===== src/rtl/bw_io_impctl_codestep.sv =====
// Impedance-calibration code stepper: runs averaging windows, steps the code by the
// averaging-counter sign, and locks once the direction dithers (two reversals in a row).
module bw_io_impctl_codestep #(
    parameter int                CODE_W     = 8,
    parameter logic [CODE_W-1:0] CODE_INIT  = 'h80,
    parameter int                WINDOW     = 16,
    parameter int                SAMPLE_DIV = 4,
    parameter int                RST_CYC    = 2,
    parameter int                SETTLE     = 8
) (
    input  logic              l2clk,
    input  logic              global_reset,
    input  logic              cal_en,
    input  logic              adv_sgn,
    output logic              sclk,
    output logic              avgcntr_rst,
    output logic [CODE_W-1:0] code,
    output logic              code_vld,
    output logic              locked,
    output logic              at_limit
);

    localparam int TMAX = (RST_CYC > SETTLE) ? RST_CYC : SETTLE;
    localparam int TW   = $clog2(TMAX + 1);
    localparam int DW   = $clog2(SAMPLE_DIV + 1);
    localparam int SW   = $clog2(WINDOW + 1);

    typedef enum logic [2:0] {
        ST_IDLE, ST_CLEAR, ST_ACCUM, ST_DECIDE, ST_SETTLE, ST_LOCKED
    } state_t;

    state_t            r_state,  w_state_nxt;
    logic [TW-1:0]     r_tmr,    w_tmr_nxt;
    logic [DW-1:0]     r_div,    w_div_nxt;
    logic [SW-1:0]     r_scnt,   w_scnt_nxt;
    logic [CODE_W-1:0] r_code,   w_code_nxt;
    logic              r_vld,    w_vld_nxt;
    logic              r_locked, w_locked_nxt;
    logic              r_last_dir, w_last_dir_nxt;
    logic              r_dir_valid, w_dir_valid_nxt;
    logic [1:0]        r_rev,    w_rev_nxt;
    logic              w_strobe;

    // Strobe is gated by cal_en so an aborting cycle never emits a sample.
    assign w_strobe = (r_state == ST_ACCUM) && cal_en && (r_div == DW'(SAMPLE_DIV - 1));

    always_comb begin
        w_state_nxt     = r_state;
        w_tmr_nxt       = r_tmr;
        w_div_nxt       = r_div;
        w_scnt_nxt      = r_scnt;
        w_code_nxt      = r_code;
        w_vld_nxt       = 1'b0;
        w_locked_nxt    = r_locked;
        w_last_dir_nxt  = r_last_dir;
        w_dir_valid_nxt = r_dir_valid;
        w_rev_nxt       = r_rev;
        if (r_state != ST_IDLE && !cal_en) begin
            w_state_nxt     = ST_IDLE;
            w_tmr_nxt       = '0;
            w_div_nxt       = '0;
            w_scnt_nxt      = '0;
            w_locked_nxt    = 1'b0;
            w_dir_valid_nxt = 1'b0;
            w_rev_nxt       = '0;
        end else begin
            case (r_state)
                ST_IDLE: begin
                    if (cal_en) begin
                        w_state_nxt = ST_CLEAR;
                        w_tmr_nxt   = '0;
                    end
                end
                ST_CLEAR: begin
                    if (r_tmr == TW'(RST_CYC - 1)) begin
                        w_state_nxt = ST_ACCUM;
                        w_tmr_nxt   = '0;
                        w_div_nxt   = '0;
                        w_scnt_nxt  = '0;
                    end else begin
                        w_tmr_nxt = r_tmr + TW'(1);
                    end
                end
                ST_ACCUM: begin
                    if (w_strobe) begin
                        w_div_nxt = '0;
                        if (r_scnt == SW'(WINDOW - 1)) begin
                            w_state_nxt = ST_DECIDE;
                            w_scnt_nxt  = '0;
                        end else begin
                            w_scnt_nxt = r_scnt + SW'(1);
                        end
                    end else begin
                        w_div_nxt = r_div + DW'(1);
                    end
                end
                ST_DECIDE: begin
                    w_vld_nxt       = 1'b1;
                    w_last_dir_nxt  = adv_sgn;
                    w_dir_valid_nxt = 1'b1;
                    if (adv_sgn && r_code != '1)
                        w_code_nxt = r_code + CODE_W'(1);
                    else if (!adv_sgn && r_code != '0)
                        w_code_nxt = r_code - CODE_W'(1);
                    // A repeat (or the first decision) zeroes the reversal run.
                    if (r_dir_valid && adv_sgn != r_last_dir)
                        w_rev_nxt = r_rev + 2'd1;
                    else
                        w_rev_nxt = '0;
                    if (w_rev_nxt == 2'd2) begin
                        w_locked_nxt = 1'b1;
                        w_state_nxt  = ST_LOCKED;
                    end else begin
                        w_state_nxt = ST_SETTLE;
                        w_tmr_nxt   = '0;
                    end
                end
                ST_SETTLE: begin
                    if (r_tmr == TW'(SETTLE - 1)) begin
                        w_state_nxt = ST_CLEAR;
                        w_tmr_nxt   = '0;
                    end else begin
                        w_tmr_nxt = r_tmr + TW'(1);
                    end
                end
                ST_LOCKED: begin
                    w_state_nxt = ST_LOCKED;
                end
                default: begin
                    w_state_nxt = ST_IDLE;
                end
            endcase
        end
    end

    always_ff @(posedge l2clk) begin
        if (global_reset) begin
            r_state     <= ST_IDLE;
            r_tmr       <= '0;
            r_div       <= '0;
            r_scnt      <= '0;
            r_code      <= CODE_INIT;
            r_vld       <= 1'b0;
            r_locked    <= 1'b0;
            r_last_dir  <= 1'b0;
            r_dir_valid <= 1'b0;
            r_rev       <= '0;
        end else begin
            r_state     <= w_state_nxt;
            r_tmr       <= w_tmr_nxt;
            r_div       <= w_div_nxt;
            r_scnt      <= w_scnt_nxt;
            r_code      <= w_code_nxt;
            r_vld       <= w_vld_nxt;
            r_locked    <= w_locked_nxt;
            r_last_dir  <= w_last_dir_nxt;
            r_dir_valid <= w_dir_valid_nxt;
            r_rev       <= w_rev_nxt;
        end
    end

    assign sclk        = w_strobe;
    assign avgcntr_rst = (r_state != ST_ACCUM);
    assign code        = r_code;
    assign code_vld    = r_vld;
    assign locked      = r_locked;
    assign at_limit    = (r_code == '0) || (r_code == '1);

endmodule


===== config.mk =====
export PLATFORM = sky130hd
export DESIGN_NAME = bw_io_impctl_codestep
export DESIGN_NICKNAME = d
export VERILOG_FILES = /design/src/rtl/bw_io_impctl_codestep.sv
export SDC_FILE = /design/constraint.sdc
export NUM_CORES = 1
export LEC_CHECK = 0
export CORE_ASPECT_RATIO = 1.5
export CORE_MARGIN = 4
export CORE_UTILIZATION = 50
export DETAILED_ROUTE_END_ITERATION = 10
export PLACE_DENSITY = 0.75
export SLEW_MARGIN = 40
export SYNTH_ARGS = -nofsm -noshare
export SYNTH_HDL_FRONTEND = slang
export SYNTH_SLANG_ARGS = --single-unit

===== constraint.sdc =====
create_clock -name l2clk -period 2.8 [get_ports l2clk]
set_clock_uncertainty 0.15 [all_clocks]
set_input_delay 0.56 -clock l2clk [delete_from_list [all_inputs] [get_ports l2clk]]
set_output_delay 0.56 -clock l2clk [all_outputs]
set_load 0.05 [all_outputs]

==> impl_metrics.toml <==
[run_status]
outcome = "complete, no violations"

[clock_network]
hold_buffers = 0
cts_made_buffers = 5
cts.sinks = 29
clkLatencyLatePin_ns = 0.27
clkTransAtPathRegs_ns = 0.06
cts_tree = "yes"
post-cts-setup-buffers = 0
cts_root_buf = "clkbuf_8"
cts_buffer_depth = 2
htreeDepth = 2
post_cts_resized = 0

[grt]
grt_pass1_wl_microns = 6760
grt_remaining_overflow = 0
antenna_found_initial = 0
track_usage_pct = 18.8
grt_max_degree = 21
grt_pass1_vias = 1555

[min_path]
min_path_type = "reg2reg"

[critical_path]
crit_top_cell = "nand4_1"
crit_path_max_incr_delay_ns = 0.51
slowest_stage = "or4b_1"
cp.required_ns = 2.86
crit_type = "reg2reg"
crit_family = "simple AND/OR/NAND/NOR gates"
path_buf_inv = 0
cp_max_fo = 9
crit_arrival_ns = 2.65
worst_setup_path_end_kind = "flip-flop"
worstPathCellList = "nand4_1, o21ai_2, xor2_1, ha_1, o21ba_2, o21a_1, a211oi_1, or4b_1, nand4_1"
start_kind = "flip-flop"

[synthesis]
yosysSeqAreaShare_pct = 32.7
synth.area.mux_share_pct = 0.563
synth_edf_count = 0
synth_compound_area_share_pct = 22.3
syn_area_sq_um = 1780
synth-main-ff-cell = "dfxtp_1"
ys_async_sr_fraction_pct = 0
synth_top_family_by_area = "simple AND/OR/NAND/NOR gates"
synth.distinct_cells = 51
yosys.area_share.simple_pct = 31.7
synth_top_cell_by_area = "dfxtp_1"
synth_xor_area_share_pct = 1.97
yosys-top-cells-count = "dfxtp_1, nor2_1, a21oi_1, nand2_1, o21ai_0"
yosys-top-cells-area = "dfxtp_1, a21oi_1, ha_1"
synth_top_area_share_pct = 32.7
synth_most_common_cell = "dfxtp_1"
ys_warn_count = 0
ys_ff_latch = 29
netlist_instances = 224
synth_area_per_cell_sq_um = 7.94
synthAdderAreaFrac_pct = 6.33
syn_nets = 237

[floorplan]
start_util_pct = 52.1
dieArea_sq_um = 4590
die_y_microns = 81.0
core_area_sq_um = 3420
die_width_microns = 56.7
rows = 26
ios = 17

[cells_and_area]
drive_gt1_share_pct = 15.3
regArea_sq_um = 589
multi_input_area_sq_um = 1120
antenna_cells = 0
area_growth_pct = 20.0
layout.nets = 261
nFillCells = 317

[timing]
rsz0062_at_grt = "no"
setup_ws_ns = 0.210
worst_slew_pin_slew_ns = 0.494
max_slew_margin_pct = 67.0
hold_violations = 0
fmax_mhz = 386
fin_crit_ns = 2.59
tns_ns = 0
slew_violations = 0
period_share_pct = 92.5
setup_viol = 0

[pwr]
p_leak_uw = 0.000763
powerDensity_nw_per_um2 = 501
vdd_drop_max_mv = 0.374

[detailed_routing]
drt-wirelength-per-cell_microns = 13.7
num_vias = 1694
drtPass1Iterations = 4
drt-vias-per-instance = 5.84
drt-initial-drc-count = 66
drc = 0
routed_wl_microns = 3990
antenna_left = 0

[placement]
gp_congestion = 0.853
port_buffers = 16
place_ws_ns = 0.0222
hpwl_microns = 3060

[run]
max-cap-violations = 0
==> cell usage in the layout (no fill, tap or decap), types with 4 or more instances in the layout <==
| cell type | count |
|---|---|
| ha_1 | 9 |
| nand3_1 | 7 |
| inv_1 | 4 |
| nand2_1 | 18 |
| clkbuf_8 | 6 |
| nor2b_1 | 8 |
| dfxtp_1 | 22 |
| nand4_1 | 6 |
| clkdlybuf4s50_1 | 14 |
| dfxtp_2 | 7 |
| nor4_1 | 4 |
| a21oi_1 | 23 |
| nor2_1 | 27 |
| buf_4 | 15 |
| or3_1 | 4 |
| nor3b_1 | 5 |
| o21ai_0 | 14 |
==> path summary, 6_finish.rpt <==
| check | start | to | slack, ns | cells after the start |
|---|---|---|---|---|
| min reg2reg | locked$_SDFFE_PP0P_ | locked$_SDFFE_PP0P_ | 0.29 | 2 |
| max reg2reg | code[7]$_SDFFE_PP1P_ | code[6]$_SDFFE_PP0P_ | 0.21 | 9 |
| max | code[7]$_SDFFE_PP1P_ | code[6]$_SDFFE_PP0P_ | 0.21 | 9 |
| min | locked$_SDFFE_PP0P_ | locked$_SDFFE_PP0P_ | 0.29 | 2 |
==> power by group <==
| group | internal [uW] | switching (uW) |
|---|---|---|
| logic | 111 | 153 |
| registers | 432 | 33.2 |
| clock network | 194 | 145 |
| total | 737 | 331 |
==> flip-flops by register name, summed over array words and instances, names as in the netlist <==
name	cells
code_vld	1
r_tmr	4
code	8
r_div	3
locked	1
r_state	3
r_dir_valid	1
r_scnt	5
r_rev	2
r_last_dir	1
==> kinds of logic after synthesis <==
logic type | count (synthesis)
adders and majority gates | 9
AOI/OAI and AO/OA | 63
DFF | 29
muxes | 1
buffers and inverters | 17
and+or+nand+nor | 101
xor gates and xnor gates | 4
==> worst register-to-register path: cells and delay by family (launching register included) <==
kind | cells | cell delay, ns
AOI/OAI and AO/OA | 4 | 0.72
adders and majority gates | 1 | 0.22
DFF | 1 | 0.41
xor gates and xnor gates | 1 | 0.19
and+or+nand+nor | 3 | 0.85
==> per-stage QoR <==
step           area (sq um)  hold WS [ns]  power [uW]  std cells  util, %
6_report               2130         0.295        1070        290     62.5
5_1_grt                2130         0.327        1150        290     62.5
4_1_cts                2130         0.299        1080        290     62.5
3_5_place_dp           2050         0.289         738        283     59.9
3_3_place_gp           2050         0.285         733        283     59.9
2_1_floorplan          1790         0.298         681        224        -
==> routing by layer <==
| metal | routed length [microns] | vias up | track usage (%) |
|---|---|---|---|
| li1 | - | 866 | - |
| met5 | 0 | - | 0 |
| met1 | 1640 | 787 | 19.1 |
| met2 | 2150 | 30 | 35.4 |
| met3 | 134 | 11 | 4.61 |
| met4 | 63 | 0 | 8.79 |
==> final cells by class <==
| class | count | share of cell area [%] |
|---|---|---|
| Inverter | 4 | 0.704 |
| Tap cell | 42 | 2.46 |
| Clock buffer | 7 | 4.05 |
| Timing Repair Buffer | 30 | 12.8 |
| Sequential cell | 29 | 27.6 |
| Multi-Input combinational cell | 178 | 52.4 |
No activity file was read; power rests on OpenSTA's default activity.
